<file path="config.mk">
export PLATFORM = sky130hd
export DESIGN_NAME = muldiv_unit
export DESIGN_NICKNAME = d
export VERILOG_FILES = /design/src/rtl/muldiv_unit.sv
export SDC_FILE = /design/constraint.sdc
export NUM_CORES = 1
export LEC_CHECK = 0
export BUFFER_PORTS_ARGS = -buffer_cell sky130_fd_sc_hd__buf_4
export CORE_MARGIN = 8
export CORE_UTILIZATION = 40
export DETAILED_ROUTE_END_ITERATION = 10
export GPL_ROUTABILITY_DRIVEN = 1
export PLACE_DENSITY = 0.67
export SYNTH_ARGS = -nofsm -noshare
export SYNTH_HDL_FRONTEND = slang
export SYNTH_SLANG_ARGS = --single-unit
</file>
<file path="constraint.sdc">
create_clock -name clk -period 7 [get_ports clk]
set_input_delay 1.05 -clock clk [delete_from_list [all_inputs] [get_ports clk]]
set_output_delay 1.05 -clock clk [all_outputs]
set_load 0.05 [all_outputs]
</file>
<file path="src/rtl/muldiv_unit.sv">
// rtl/muldiv_unit.sv - iterative 32-bit multiply/divide unit with HI/LO registers
// Define MULDIV_DIV_EN to build the DIV/DIVU datapath; otherwise only MULT/MULTU/MTHI/MTLO exist.
module muldiv_unit (
    input  logic        clk,
    input  logic        reset,
    input  logic        start,
    input  logic [2:0]  op,
    input  logic [31:0] busA,
    input  logic [31:0] busB,
    output logic        busy,
    output logic        done,
    output logic        div_zero,
    output logic [31:0] hi,
    output logic [31:0] lo
);

    localparam logic [2:0] OP_MTHI = 3'b100;
    localparam logic [2:0] OP_MTLO = 3'b101;

    typedef enum logic [1:0] {
        S_IDLE,
        S_RUN,
        S_FIX
    } state_t;

    state_t      r_state;
    state_t      w_next;
    logic [5:0]  r_cnt;
    logic [63:0] r_prod;
    logic [31:0] r_opa;
    logic [31:0] r_opb;
    logic [31:0] r_hi;
    logic [31:0] r_lo;
    logic        r_neg_res;
    logic        r_done;

    logic        w_idle;
    logic        w_op_signed;
    logic        w_op_mul;
    logic        w_op_div;
    logic        w_go;
    logic [31:0] w_mag_a;
    logic [31:0] w_mag_b;
    logic [32:0] w_mul_sum;
    logic [63:0] w_mul_next;
    logic [63:0] w_prod_signed;
    logic [63:0] w_step;
    logic [31:0] w_fix_hi;
    logic [31:0] w_fix_lo;

    assign w_idle      = (r_state == S_IDLE);
    assign w_op_signed = ~op[0];
    assign w_op_mul    = (op[2:1] == 2'b00);
    assign w_go        = start & w_idle & (w_op_mul | w_op_div);
    assign w_mag_a     = (w_op_signed && busA[31]) ? -busA : busA;
    assign w_mag_b     = (w_op_signed && busB[31]) ? -busB : busB;

    // Shift-add: r_prod holds {partial product, remaining multiplier bits}
    assign w_mul_sum     = {1'b0, r_prod[63:32]} + (r_prod[0] ? {1'b0, r_opa} : 33'd0);
    assign w_mul_next    = {w_mul_sum, r_prod[31:1]};
    assign w_prod_signed = r_neg_res ? -r_prod : r_prod;

`ifdef MULDIV_DIV_EN
    logic        r_is_div;
    logic        r_neg_rem;
    logic        r_dz;
    logic [32:0] w_div_shift;
    logic [32:0] w_div_diff;
    logic        w_div_ge;
    logic [63:0] w_div_next;
    logic        w_fix_dz;

    assign w_op_div = (op[2:1] == 2'b01);

    // Restoring division: r_prod holds {remainder, dividend bits shifting into quotient}
    assign w_div_shift = {r_prod[63:32], r_prod[31]};
    assign w_div_diff  = w_div_shift - {1'b0, r_opb};
    assign w_div_ge    = (w_div_shift >= {1'b0, r_opb});
    assign w_div_next  = w_div_ge ? {w_div_diff[31:0], r_prod[30:0], 1'b1}
                                  : {w_div_shift[31:0], r_prod[30:0], 1'b0};
    assign w_step      = r_is_div ? w_div_next : w_mul_next;

    always_comb begin
        w_fix_hi = w_prod_signed[63:32];
        w_fix_lo = w_prod_signed[31:0];
        w_fix_dz = 1'b0;
        if (r_is_div) begin
            if (r_opb == 32'd0) begin
                // Reconstruct the original dividend from magnitude and sign
                w_fix_hi = r_neg_rem ? -r_opa : r_opa;
                w_fix_lo = 32'hFFFF_FFFF;
                w_fix_dz = 1'b1;
            end else begin
                w_fix_hi = r_neg_rem ? -r_prod[63:32] : r_prod[63:32];
                w_fix_lo = r_neg_res ? -r_prod[31:0] : r_prod[31:0];
            end
        end
    end

    always_ff @(posedge clk or posedge reset) begin
        if (reset) begin
            r_is_div  <= 1'b0;
            r_neg_rem <= 1'b0;
            r_dz      <= 1'b0;
        end else begin
            r_dz <= 1'b0;
            if (w_go) begin
                r_is_div  <= w_op_div;
                r_neg_rem <= w_op_signed & busA[31];
            end
            if (r_state == S_FIX) begin
                r_dz <= w_fix_dz;
            end
        end
    end

    assign div_zero = r_dz;
`else
    assign w_op_div = 1'b0;
    assign w_step   = w_mul_next;
    assign w_fix_hi = w_prod_signed[63:32];
    assign w_fix_lo = w_prod_signed[31:0];
    assign div_zero = 1'b0;
`endif

    always_ff @(posedge clk or posedge reset) begin
        if (reset) begin
            r_state <= S_IDLE;
        end else begin
            r_state <= w_next;
        end
    end

    always_comb begin
        w_next = r_state;
        case (r_state)
            S_IDLE:  if (w_go) w_next = S_RUN;
            S_RUN:   if (r_cnt == 6'd31) w_next = S_FIX;
            S_FIX:   w_next = S_IDLE;
            default: w_next = S_IDLE;
        endcase
    end

    always_ff @(posedge clk or posedge reset) begin
        if (reset) begin
            r_cnt     <= 6'd0;
            r_prod    <= 64'd0;
            r_opa     <= 32'd0;
            r_opb     <= 32'd0;
            r_hi      <= 32'd0;
            r_lo      <= 32'd0;
            r_neg_res <= 1'b0;
            r_done    <= 1'b0;
        end else begin
            r_done <= 1'b0;
            case (r_state)
                S_IDLE: begin
                    if (w_go) begin
                        r_cnt     <= 6'd0;
                        r_opa     <= w_mag_a;
                        r_opb     <= w_mag_b;
                        r_neg_res <= w_op_signed & (busA[31] ^ busB[31]);
                        r_prod    <= w_op_mul ? {32'd0, w_mag_b} : {32'd0, w_mag_a};
                    end else if (start && op == OP_MTHI) begin
                        r_hi <= busA;
                    end else if (start && op == OP_MTLO) begin
                        r_lo <= busA;
                    end
                end
                S_RUN: begin
                    r_cnt  <= r_cnt + 6'd1;
                    r_prod <= w_step;
                end
                S_FIX: begin
                    r_hi   <= w_fix_hi;
                    r_lo   <= w_fix_lo;
                    r_done <= 1'b1;
                end
                default: ;
            endcase
        end
    end

    assign busy = (r_state != S_IDLE);
    assign done = r_done;
    assign hi   = r_hi;
    assign lo   = r_lo;

endmodule
</file>
Word level (Yosys, flattened, before mapping):

Index checks and enable logic that the tools add are counted.

* output and inout port bits: 67
* input bits: 70
* register bits after elaboration: 170

* bitwise logic cells: 5
* equal/unequal tests: 11
* add/sub/neg operators: 5
* reductions and logical operators: 14
* muxes and demuxes: 20

Operators with widths (count)
* 32-bit 2-to-1 mux: 9
* 64-bit 2-to-1 mux: 2
* 32-bit one-hot mux with 2 select lines: 2
* 64-bit one-hot mux with 2 select lines: 1
* 32-bit negator: 2
* 64-bit negator: 1
* 32-bit by 32-bit adder with 33-bit output: 1
* 6-bit one-hot mux with 2 select lines: 1
* 6-bit by 1-bit adder with 6-bit output (second input constant): 1
* 3-bit equality test (second input constant): 2
* 6-bit by 5-bit equality test with 1-bit output (second input constant): 1
* 6-bit 2-to-1 mux: 1
* 2-bit by 1-bit != test with 1-bit output (second input constant): 3
* 2-bit != test (second input constant): 3
* 2-bit AND reduction: 3
* 2-bit nonzero test: 3
* 1-bit logical AND: 4
* 2-bit zero test: 2
* 2-bit 2-to-1 mux: 2
* 2-bit one-hot mux with 2 select lines: 1
* 4-bit AND reduction: 1
* 1-bit AND: 3
* 3-bit AND reduction: 1
* 2-bit by 1-bit equality test with 1-bit output (second input constant): 1
* 4 further kinds: 4

Longest topological paths before layout:

* word-level depth: 6
* depth in mapped cells: 12
* gate-level depth less buffers: 11

Least setup slack after synthesis:

Ideal clock, no wire load.

* path kind: input port to flip-flop
* start: input port busA[0]
* end: register r_opa[26]
* stages on the path: 9
* buffers on the path: 0
* arrival time: 2934 ps
* data required time: 6871 ps
* path slack: 3936 ps
* setup time: 129 ps
* path through: inv_1 > ha_1 > or3b_2 > or4_1 > nor3b_2 > and2_1 > a21oi_1 > xnor2_1 > o21ai_1

* longest elaborated chain between the ends: 2

Ends and longest elaborated chain
* from (decl): line 8 `input logic [31:0] busA,`
* 32-bit negator: line 55 `assign w_mag_a = (w_op_signed && busA[31]) ? -busA : busA;`
* 32-bit 2-to-1 mux: line 55
* to (signal assigned): line 160 `r_opa <= w_mag_a;`
* to (decl): line 30 `logic [31:0] r_opa;`

Every way passes these cells.
A chain may end at the register's enable or synchronous reset.

Worst setup path in the final report:

* start: register r_prod[0]
* end: register r_prod[57]

* longest elaborated chain between the ends: 3

Ends and longest elaborated chain
* from (decl): line 29 `logic [63:0] r_prod;`
* from (signal assigned): line 163 `r_prod <= w_op_mul ? {32'd0, w_mag_b} : {32'd0, w_mag_a};`
* from (signal assigned): line 172 `r_prod <= w_step;`
* 32-bit 2-to-1 mux: line 59 `assign w_mul_sum = {1'b0, r_prod[63:32]} + (r_prod[0] ? {1'b0, r_opa} : 33'd0);`
* 32-bit by 32-bit adder with 33-bit output: line 59
* 64-bit one-hot mux with 2 select lines: line 156 `case (r_state)`

Every way passes these cells.

==> impl_metrics.ini <==
[timing]
hold_viol_final = 0
fin_skew_ns = 0.00875
rsz0062_at_grt = no
setup_viol = 0
tightest_slew_ns = 1.21
period_needed_ns = 3.41
fin_setup_tns_ns = 0
drv_slew = 0
finalCritPeriodShare = 0.488
slew_headroom = 0.191
max_freq_mhz = 293

[status]
status = complete, no violations

[finish]
final_cell_mix = dfrtp_1 (169), o21ai_0 (162), nand2_1 (154)
postLayoutCoreUtil = 0.470
fin_cells = 1847
mostFrequentLayoutCell = dfrtp_1
drive_above_1_share = 0.145
fin_nets = 1557
area_growth_pct = 15.6

[power]
power_density_nw_per_um2 = 339
ir_drop_v = 0.000180
leakage_nw = 5.72

[logic_synthesis]
yosysWarnings = 0
yosys-top-cells-area = dfrtp_1 (36%), o21ai_0 (6.9%), xor2_1 (5.1%), nand2_1 (5.0%), xnor2_1 (4.4%)
synth_area_um2 = 11700
synth.avg_cell_area_um2 = 8.48
synthArstFlopShare = 1.00
synthSimpleGateAreaFrac = 0.201
seq_area_frac_synth = 0.365
syn-num-nets = 1483
synth_top_family_by_area = compound AO/OA/AOI/OAI gates
synth_top_area_frac = 0.365
synthMuxAreaShare = 0.00793
synthFlopType = dfrtp_1
synthDistinctLibCells = 73
synth_compound_area_frac = 0.253
synth-adder-area-share = 0.0403
synth_xor_area_frac = 0.0946
synth_cells = 1376
yosysTopAreaCell = dfrtp_1
synth_edf_count = 0
ys_ff_latch = 170

[global_route]
grt_use_total = 0.214
grt-ovfl-total = 0
grt_max_degree = 107
antenna_found_initial = 1
grt_pass1_wl_um = 60600
grt_pass1_vias = 10728

[clocking]
ctsResizeCount = 0
clk_latency_ns = 0.43
clock_sinks = 170
ctsHoldBuffers = 0
ctsLongestPathBuffers = 2
postCtsSetupBuffers = 0
cts_tree = yes
cts_root_buf = clkbuf_16
cts_inserted_buffers = 17
cts.reportedPaths.clkPinSlew_ns = 0.07
htreeDepth = 4

[routing]
vias = 11036
ant_nets = 0
dr.pass1.iters = 6
vias_per_cell = 5.98
drt_iter0_markers = 1057
wl_um = 38300
post_drt_wl_per_cell_um = 20.8
drc_errors = 0

[critical_path]
reg2reg_depth = 12
end_kind = register
criticalPathCategory = reg2reg
arrival_ns = 3.75
cp_top_family = compound AO/OA/AOI/OAI gates
worstSetupStartpointType = register
r2r_start = r_prod[0]
r2r_slack_ns = 3.59
slowest_delay_ns = 0.80
cp_num_buf_inv = 2
cp_cell_sequence = buf_4 > and2_1 > ha_1 > inv_1 > fa_1 > nor2b_1 > o2111ai_1 > a31oi_1 > a311oi_1 > o21ai_0 > and3_1 > o31ai_1
required_ns = 7.34
critPathMaxFanout = 36
r2r-end = r_prod[57]
crit_path_top_delay_cell = a311oi_1

[placement]
dp.cells = 1815
portBuffers = 135
hpwl_um = 28600
place.gp.congestion = 0.897

[worst_hold_path]
min_path_cells = 2
hold_path.class = reg2reg
worstHoldStart = r_opa[9]
min_to = r_opa[9]

[floorplanning]
die_w_um = 187
core_um2 = 28700
initial_core_util = 0.407
io_pins = 137
num_rows = 62
die_area_um2 = 34900
die_h_um = 187

[flow_run]
cap_violations = 0
## cell families after synthesis
kind of cell,count (synthesis)
buffers and inverters,114
other,1
multiplexers,9
adder cells (fa/ha/maj),37
AO/OA/AOI/OAI,469
XOR/XNOR,126
AND/OR/NAND/NOR,450
flip-flops,170
## where the power goes
group          internal, mW  total [mW]  switching [mW]  leakage (nW)
logic                 0.707        1.94            1.23          3.34
clock network         0.502       0.927           0.425         0.263
registers              1.26        1.71           0.446          2.12
total                  2.47        4.58            2.10          5.72
## stage by stage
stage	area (µm²)	setup WS (ns)	power (mW)	hold slack, ns
6_report	13500	3.59	4.58	0.480
4_1_cts	13500	3.62	4.56	0.484
3_5_place_dp	12900	3.41	3.63	0.467
5_1_grt	13500	3.40	4.85	0.502
2_1_floorplan	11700	1.35	2.98	0.442
3_3_place_gp	12900	3.43	3.59	0.455
## registers in the layout, indices dropped and copies added (netlist names)
| name | flops |
|---|---|
| lo | 32 |
| hi | 32 |
| done | 1 |
| r_cnt | 6 |
| r_state | 2 |
| r_prod | 64 |
| r_opa | 32 |
| r_neg_res | 1 |
## cell type report
| cell class | instances | area, µm² |
|---|---|---|
| multi-input cells | 1092 | 7010 |
| inverters | 24 | 95.1 |
| well taps | 384 | 480 |
| flip-flops and latches | 170 | 4260 |
| diodes | 1 | 2.50 |
| clock buffers | 19 | 443 |
| clock inverters | 12 | 118 |
| fillers | 2818 | 15200 |
| repair buffers | 145 | 1090 |
## worst max-delay path by stage
stage / startpoint / endpoint / cells past startpoint
final: r_prod[0] / r_prod[57] / 12
after detailed placement: busA[6] / r_opa[27] / 8
after CTS: r_prod[0] / r_prod[57] / 12
after global placement: busA[6] / r_opa[25] / 8
after global routing: r_prod[0] / r_prod[57] / 12
after floorplan: reset / done / 1
## synth_stat cells (9+ instances only)
| cell | n |
|---|---|
| o21ai_0 | 162 |
| nand2_1 | 154 |
| nand2b_1 | 11 |
| nor2b_1 | 14 |
| inv_1 | 24 |
| nand4_1 | 18 |
| a31oi_1 | 15 |
| ha_1 | 36 |
| o21ai_1 | 11 |
| or3_1 | 11 |
| xnor2_1 | 58 |
| a21o_1 | 19 |
| o41ai_1 | 11 |
| or4_1 | 15 |
| nand3_1 | 27 |
| a211oi_1 | 9 |
| a22oi_1 | 44 |
| clkbuf_1 | 85 |
| nor2_1 | 79 |
| a21oi_1 | 91 |
| o31ai_1 | 28 |
| xor2_1 | 68 |
| dfrtp_1 | 170 |
| o22ai_1 | 14 |
| nor4_1 | 13 |
| nor3_1 | 27 |
| and2_1 | 35 |
## worst register-to-register path, cell delays in order (launching register included)
cell and delay [ns]:
dfrtp_1 0.36, buf_4 0.25, and2_1 0.22, ha_1 0.20, inv_1 0.07, fa_1 0.20, nor2b_1 0.07, o2111ai_1 0.32
a31oi_1 0.16, a311oi_1 0.80, o21ai_0 0.24, and3_1 0.23, o31ai_1 0.20
## routing by layer
metal  track usage  part of all wire
met4        0.0736             0.027
met1         0.293              0.44
met2         0.332              0.45
met3        0.0429             0.074
met5             0                 0
Note: power is estimated with default switching activity, not from simulation.
